File: config.mk
export PLATFORM = sky130hd
export DESIGN_NAME = prog_loader_flat
export DESIGN_NICKNAME = d
export VERILOG_FILES = /design/src/rtl/prog_loader_pkg.sv /design/src/rtl/prog_loader_if.sv /design/src/rtl/prog_loader_serial_byte_rx.sv /design/src/rtl/prog_loader.sv /design/src/flat_wrapper.sv
export SDC_FILE = /design/constraint.sdc
export NUM_CORES = 1
export LEC_CHECK = 0
export CAP_MARGIN = 20
export CORE_MARGIN = 2
export CORE_UTILIZATION = 40
export CTS_BUF_LIST = sky130_fd_sc_hd__clkbuf_16
export DETAILED_ROUTE_END_ITERATION = 6
export GPL_ROUTABILITY_DRIVEN = 0
export PLACE_DENSITY_LB_ADDON = 0.12
export SLEW_MARGIN = 20
export SYNTH_ARGS = -nofsm -noshare
export SYNTH_HDL_FRONTEND = slang
export SYNTH_SLANG_ARGS = --single-unit
export TNS_END_PERCENT = 10
File: constraint.sdc
create_clock -name clk -period 2 [get_ports clk]
set_input_delay 0.4 -clock clk [delete_from_list [all_inputs] [get_ports clk]]
set_output_delay 0.4 -clock clk [all_outputs]
set_load 0.05 [all_outputs]
File: src/rtl/prog_loader_pkg.sv
// Shared constants and state encoding for the serial program loader.
// Imported by the byte receiver and the loader FSM.
package prog_loader_pkg;

  localparam int MEM_DEPTH_DEF = 32;
  localparam int BYTE_W        = 8;

  typedef logic [2:0] state_t;

  localparam state_t S_IDLE = 3'd0;
  localparam state_t S_LEN  = 3'd1;
  localparam state_t S_DATA = 3'd2;
  localparam state_t S_CSUM = 3'd3;
  localparam state_t S_WAIT = 3'd4;
  localparam state_t S_DONE = 3'd5;
  localparam state_t S_ERR  = 3'd6;

endpackage

File: src/rtl/prog_loader_if.sv
// Instruction-memory write bus between the loader and the CPU.
// The loader is the master; the memory is the slave.
interface prog_loader_if #(
  parameter int ADDR_W = 5
) ();

  logic              load_we;
  logic [ADDR_W-1:0] load_addr;
  logic [7:0]        load_data;

  modport master (output load_we, load_addr, load_data);
  modport slave  (input  load_we, load_addr, load_data);

endinterface

File: src/rtl/prog_loader_serial_byte_rx.sv
// Serial link front end: synchronizers, edge detect and byte assembly.
// Edge pulses are registered once after synchronization.
module serial_byte_rx
  import prog_loader_pkg::*;
#(
  parameter int SYNC_STAGES = 2
) (
  input  logic              clk,
  input  logic              rst_n,
  input  logic              ena,
  input  logic              ser_clk,
  input  logic              ser_data,
  input  logic              ser_cs_n,
  output logic              byte_valid,
  output logic [BYTE_W-1:0] rx_byte,
  output logic              cs_fall,
  output logic              cs_rise
);

  localparam int TOP = SYNC_STAGES - 1;

  logic [TOP:0] clk_sync;
  logic [TOP:0] dat_sync;
  logic [TOP:0] cs_sync;
  logic         clk_prev;
  logic         clk_rise;
  logic         dat_q;
  logic         cs_prev;
  logic [2:0]   bit_cnt;

  // cs_n idles high, so its synchronizer resets high to avoid a fake edge
  always_ff @(posedge clk or negedge rst_n) begin
    if (!rst_n) begin
      clk_sync <= '0;
      dat_sync <= '0;
      cs_sync  <= '1;
    end else begin
      clk_sync <= {clk_sync[TOP-1:0], ser_clk};
      dat_sync <= {dat_sync[TOP-1:0], ser_data};
      cs_sync  <= {cs_sync[TOP-1:0], ser_cs_n};
    end
  end

  always_ff @(posedge clk or negedge rst_n) begin
    if (!rst_n) begin
      clk_prev <= 1'b0;
      clk_rise <= 1'b0;
      dat_q    <= 1'b0;
      cs_prev  <= 1'b1;
      cs_fall  <= 1'b0;
      cs_rise  <= 1'b0;
    end else begin
      clk_prev <= clk_sync[TOP];
      clk_rise <= clk_sync[TOP] & ~clk_prev;
      dat_q    <= dat_sync[TOP];
      cs_prev  <= cs_sync[TOP];
      cs_fall  <= cs_prev & ~cs_sync[TOP];
      cs_rise  <= ~cs_prev & cs_sync[TOP];
    end
  end

  always_ff @(posedge clk or negedge rst_n) begin
    if (!rst_n) begin
      bit_cnt    <= '0;
      rx_byte    <= '0;
      byte_valid <= 1'b0;
    end else begin
      byte_valid <= 1'b0;
      if (ena) begin
        if (cs_fall) begin
          bit_cnt <= '0;
          rx_byte <= '0;
        end else if (clk_rise && !cs_prev) begin
          rx_byte    <= {rx_byte[BYTE_W-2:0], dat_q};
          bit_cnt    <= bit_cnt + 3'd1;
          byte_valid <= (bit_cnt == 3'd7);
        end
      end
    end
  end

endmodule

File: src/rtl/prog_loader.sv
// Frame loader: LEN, program bytes, CSUM into the CPU instruction memory.
// Releases the CPU only after a frame passes length and checksum checks.
module prog_loader
  import prog_loader_pkg::*;
#(
  parameter int MEM_DEPTH   = MEM_DEPTH_DEF,
  parameter int ADDR_W      = $clog2(MEM_DEPTH),
  parameter int SYNC_STAGES = 2
) (
  input  logic         clk,
  input  logic         rst_n,
  input  logic         ena,
  input  logic         ser_clk,
  input  logic         ser_data,
  input  logic         ser_cs_n,
  prog_loader_if.master mem,
  output logic         cpu_run,
  output logic         busy,
  output logic         done,
  output logic         err
);

  logic              byte_valid;
  logic [BYTE_W-1:0] rx_byte;
  logic              cs_fall;
  logic              cs_rise;

  state_t            state;
  logic [ADDR_W:0]   len;
  logic [ADDR_W-1:0] idx;
  logic [BYTE_W-1:0] sum;
  logic              match;
  logic              pend_rise;
  logic              rise_evt;

  serial_byte_rx #(
    .SYNC_STAGES (SYNC_STAGES)
  ) u_rx (
    .clk        (clk),
    .rst_n      (rst_n),
    .ena        (ena),
    .ser_clk    (ser_clk),
    .ser_data   (ser_data),
    .ser_cs_n   (ser_cs_n),
    .byte_valid (byte_valid),
    .rx_byte    (rx_byte),
    .cs_fall    (cs_fall),
    .cs_rise    (cs_rise)
  );

  // an end-of-frame coinciding with a byte is handled one cycle later
  assign rise_evt = cs_rise | pend_rise;

  always_ff @(posedge clk or negedge rst_n) begin
    if (!rst_n) begin
      state         <= S_IDLE;
      len           <= '0;
      idx           <= '0;
      sum           <= '0;
      match         <= 1'b0;
      pend_rise     <= 1'b0;
      mem.load_we   <= 1'b0;
      mem.load_addr <= '0;
      mem.load_data <= '0;
    end else begin
      mem.load_we <= 1'b0;
      if (ena) begin
        if (cs_fall) begin
          state     <= S_LEN;
          len       <= '0;
          idx       <= '0;
          sum       <= '0;
          match     <= 1'b0;
          pend_rise <= 1'b0;
        end else if (byte_valid) begin
          pend_rise <= cs_rise;
          unique case (1'b1)
            state == S_LEN: begin
              if (rx_byte == '0 || int'(rx_byte) > MEM_DEPTH) begin
                state <= S_ERR;
              end else begin
                len   <= (ADDR_W+1)'(rx_byte);
                state <= S_DATA;
              end
            end
            state == S_DATA: begin
              mem.load_we   <= 1'b1;
              mem.load_addr <= idx;
              mem.load_data <= rx_byte;
              sum           <= sum + rx_byte;
              if ({1'b0, idx} == len - 1'b1) state <= S_CSUM;
              else idx <= idx + 1'b1;
            end
            state == S_CSUM: begin
              match <= (rx_byte == sum);
              state <= S_WAIT;
            end
            state == S_WAIT: state <= S_ERR;
            default: ;
          endcase
        end else if (rise_evt) begin
          pend_rise <= 1'b0;
          unique case (1'b1)
            state == S_WAIT:
              state <= match ? S_DONE : S_ERR;
            state == S_LEN,
            state == S_DATA,
            state == S_CSUM:
              state <= S_ERR;
            default: ;
          endcase
        end
      end
    end
  end

  assign busy    = (state == S_LEN) || (state == S_DATA) ||
                   (state == S_CSUM) || (state == S_WAIT);
  assign done    = (state == S_DONE);
  assign err     = (state == S_ERR);
  assign cpu_run = (state == S_DONE);

endmodule
File: src/flat_wrapper.sv
// flat-port wrapper written by rule: the top's interface ports become plain ports
module prog_loader_flat import prog_loader_pkg::*;
#(
  parameter int MEM_DEPTH   = MEM_DEPTH_DEF,
  parameter int ADDR_W      = $clog2(MEM_DEPTH),
  parameter int SYNC_STAGES = 2
)
  (clk, rst_n, ena, ser_clk, ser_data, ser_cs_n, cpu_run, busy, done, err, mem_load_we, mem_load_addr, mem_load_data);
  prog_loader_if #(.ADDR_W(ADDR_W)) mem_i ();
  input  logic clk;
  input  logic rst_n;
  input  logic ena;
  input  logic ser_clk;
  input  logic ser_data;
  input  logic ser_cs_n;
  output logic cpu_run;
  output logic busy;
  output logic done;
  output logic err;
  output wire logic [$bits(mem_i.load_we)-1:0] mem_load_we;
  output wire logic [$bits(mem_i.load_addr)-1:0] mem_load_addr;
  output wire logic [$bits(mem_i.load_data)-1:0] mem_load_data;
  assign mem_load_we = mem_i.load_we;
  assign mem_load_addr = mem_i.load_addr;
  assign mem_load_data = mem_i.load_data;
  prog_loader #(.MEM_DEPTH(MEM_DEPTH), .ADDR_W(ADDR_W), .SYNC_STAGES(SYNC_STAGES)) u_core (.clk(clk), .rst_n(rst_n), .ena(ena), .ser_clk(ser_clk), .ser_data(ser_data), .ser_cs_n(ser_cs_n), .mem(mem_i), .cpu_run(cpu_run), .busy(busy), .done(done), .err(err));
endmodule
==> metrics.md <==
| Metric | Value |
|---|---|
| Syn_area_per_cell | 11.91 um2 |
| Gr ovfl total | 0 |
| Clk sink count | 62 |
| DRT iter0 DRCs | 77 |
| Endpoint, Worst Hold | u_core.u_rx.dat_q |
| Final period util | 109.2% |
| TritonCTS clock tree | built |
| Cell Count, Final, Fillers Out | ~430 |
| Critical setup path kind | reg -> reg |
| Post-synthesis sequential area ratio | 50.61% |
| Internal power | just under 3 mW |
| Final core utilization | 56.73% |
| Clock Latency Late Sink | approximately 0.32 ns |
| Via count | between 2000 and 2500 |
| FFs w/ async S/R, synth | 100.0% |
| Port bufs | 23 |
| Clk slew on worst S/H paths | 0.05 ns |
| Ys Warns | 0 |
| Clk_skew | 0.008728 ns |
| RR Endpoint | u_core.idx[1] |
| Crit path DAT | 2.42 ns |
| CP Max Fanout | 7 |
| Vias per cell | 5.100 |
| Setup-failing EPs final | 16 |
| Layout cell share with drive strength beyond 1 | 32.13% |
| First drt pass iteration count | 4 |
| Antenna Nets Post-Route | 0 |
| Post-Syn Area | around 3000 um2 |
| Longest Clk Path Bufs | 2 |
| Most frequent cells in the layout | 59 x dfrtp_1, 44 x buf_4, 18 x clkdlybuf4s50_1 |
| Reg2Reg Setup Slack | -0.18 ns |
| Post-synth top area cell | dfrtp_1 |
| Root buffer cell | clkbuf_16 |
| Failing checks | negative setup slack |
| Power, Total | 4.077 mW |
| First-pass GRT wire length | 11.24 mm |
| Antenna violations before repair | 0 |
| Worst EP required | 2.23 ns |
| Total global-route track usage | 17.19% |
| Prevailing post-synth register cell | dfrtp_1 |
| Area occupied by multi-input gates | 1475 um2 |
| Layout filler cell count | about 630 |
| Chip width | ~90 um |
| Synth Register Bits | 62 |
| Synth top area cells | dfrtp_1 48%, mux2_2 6.2%, ha_1 4.5% |
| Drc violations | 0 |
| Worst Hold Depth | 0 |
| RSZ-0062 raised after global routing | true |
| Status | complete, but fails checks |
| Crit-path leading delay family | simple AND/OR/NAND/NOR gates |
| Avg WL per Cell | 15.03 um |
| Top-area cell type share of the netlist area | 48.05% |
| Distinct cells, synth | 55 |
| Max Cap Viol | 0 |
| I/O pins | 24 |
| Crit path largest cell delay | 0.53 ns |
| Post-synth net total | approximately 280 |
| Worst slew pin tran | 0.7292 ns |
| Hold Crit Class | reg -> reg |
| Crit end category | flip-flop |
| Mapped Cells | between 200 and 300 |
| Register Area | 1555 um2 |
| Initial Utilization | 41.92% |
| CP max stage cell | or4_4 |
| Minimum clock period | 2.184 ns |
| Max IR drop VDD | 0.5073 mV |
| Worst R2R Path Depth | 6 |
| Slew margin rel. | 51.06% |
| Hold Vio Cnt, Final | 0 |
| Full die area | about 8400 um2 |
| Psw | about 1.1 mW |
| Flop pwr share | 34.7% |
| Fmax | 0.4579 GHz |
| CP Cell Sequence | or4_4 -> or3_1 -> o311a_2 -> a21boi_4 -> mux2_2 -> o22ai_1 |
| Post-synth EDFFs | 0 |
| Final Slew Violations | 0 |
| Setup crit start kind | flip-flop |
| Bufs and invs on worst path | 0 |
| Gate power share | a little under a quarter |
| Core footprint | approximately 7300 um2 |
| Syn-to-layout area delta | 35.34% |
| H-tree Lvls | 3 |
| Leakage | 1.961 nW |
| Power share of the clock group | 42.1% |
| TritonCTS Buffers | 9 |
| Worst path depth | 6 |
| Die Span Y | 91.65 um |
| R2R Path Start | u_core.len[2] |
| Routed WL | 6.492 mm |
| Cell Pwr Density | just under 1000 nW/um2 |
| Commonest non-fill, non-tap cell in the layout | dfrtp_1 |
| Placed Cells | 415 |
| Half-perimeter wire length after placement | 4.757 mm |
| Vias in the first global route | 2253 |
| Rows | 31 |
| Fin nets | ~350 |
| Switching part of the total power | 27.29% |
| Post-route worst setup slack | -0.1837 ns |
| Largest net degree at the start of global routing | 33 |
| Ant diodes | 0 |
| Hold_sp | u_core.u_rx.dat_sync[1] |
| Post-CTS setup buffer count | 0 |
[logic make-up (layout without fill, tap and decap cells)]
family,count (synthesis),in the layout,share of synthesized area [%]
AO/OA/AOI/OAI,60,60,15.80
XOR/XNOR,12,12,3.420
adder cells (fa/ha/maj),12,12,5.130
buffers and inverters,23,98,3.420
flip-flops,62,62,50.61
multiplexers,24,24,8.591
AND/OR/NAND/NOR,65,65,13.03
[final cells by class]
class,count,share of cell area (%)
Clock buffer,9,5.415
Clock inverter,7,2.557
Inverter,12,1.083
Multi-Input combinational cell,173,35.47
Sequential cell,62,37.39
Tap cell,99,2.978
Timing Repair Buffer,70,15.10
[stage by stage]
stage | instance area [um2] | TNS (ns) | worst slack [ns] | hold slack, ns
2_1_floorplan | 3078 | -0.4395 | -0.1312 | 0.1044
3_3_place_gp | 3752 | -2.251 | -0.2364 | 0.3352
3_5_place_dp | 3752 | -2.898 | -0.2933 | 0.3396
4_1_cts | 4124 | -1.972 | -0.1992 | 0.3517
5_1_grt | 4159 | -3.439 | -0.2761 | 0.3558
6_report | 4159 | -1.786 | -0.1837 | 0.3478
[power groups by stage]
stage / clock, mW / sequential (mW) / combinational [mW]
global route: 1.81 / 1.43 / 1.02
detailed placement: 0 / 1.43 / 0.923
finish: 1.72 / 1.42 / 0.943
floorplan: 0 / 1.41 / 0.593
global placement: 0 / 1.43 / 0.921
CTS: 1.76 / 1.41 / 0.935
[worst register-to-register path, stage by stage (launching register included)]
cell and delay, ns:
dfrtp_1 0.38, or4_4 0.53, or3_1 0.32, o311a_2 0.15
a21boi_4 0.24, mux2_2 0.36, o22ai_1 0.12
[state kept, by name (all words and copies together), names as in the netlist]
name                    count
u_core.mem.load_data        8
u_core.sum                  8
u_core.u_rx.rx_byte         8
u_core.len                  6
u_core.idx                  5
u_core.mem.load_addr        5
u_core.state                3
u_core.u_rx.bit_cnt         3
u_core.u_rx.clk_sync        2
u_core.u_rx.cs_sync         2
u_core.u_rx.dat_sync        2
u_core.match                1
u_core.mem.load_we          1
u_core.pend_rise            1
u_core.u_rx.byte_valid      1
u_core.u_rx.clk_prev        1
u_core.u_rx.clk_rise        1
u_core.u_rx.cs_fall         1
u_core.u_rx.cs_prev         1
u_core.u_rx.cs_rise         1
u_core.u_rx.dat_q           1
[per-layer routing]
| layer | GRT usage (%) | routed length, um | share of wire (%) |
|---|---|---|---|
| met1 | 24.49 | 3314 | 51 |
| met2 | 26.10 | 2996 | 46 |
| met3 | 2.712 | 118 | 1.8 |
| met4 | 7.197 | 63 | 0.97 |
| met5 | 0 | 0 | 0 |
[Yosys cell counts, drive strengths merged (2+ instances only)]
cell / instances
o22ai: 2
or4: 2
o21ai: 11
nand4: 2
o21a: 2
buf: 5
a21o: 3
a31oi: 2
a21oi: 7
nand3b: 2
mux2: 19
o31ai: 3
nor2b: 11
clkbuf: 6
nor3b: 4
inv: 12
nor4: 4
a22o: 14
a41o: 2
a21boi: 2
nor2: 6
ha: 11
o311ai: 3
nand2: 7
dfrtp: 59
dfstp: 3
mux2i: 5
nand2b: 10
o21bai: 2
xnor2: 11
nor3: 7
and3: 4
[worst max-delay path by stage]
stage / from / end / slack, ns
6_report: u_core.len[2] / u_core.idx[1] / -0.18
4_1_cts: u_core.u_rx.rx_byte[3] / u_core.len[0] / -0.20
5_1_grt: u_core.u_rx.rx_byte[3] / u_core.len[4] / -0.28
3_3_place_gp: u_core.u_rx.rx_byte[3] / u_core.len[4] / -0.24
2_1_floorplan: u_core.len[0] / u_core.idx[1] / -0.13
3_5_place_dp: u_core.u_rx.rx_byte[3] / u_core.len[2] / -0.29
[repair_timing]
item / in CTS / in global routing
hold endpoints to repair: 4 / 0
endpoints found under the setup margin: 17 / 18
resized for setup: 9 / 9
hold buffers: 1 / 0
pin swaps: 4 / 5
Note: power is estimated with default switching activity, not from simulation.
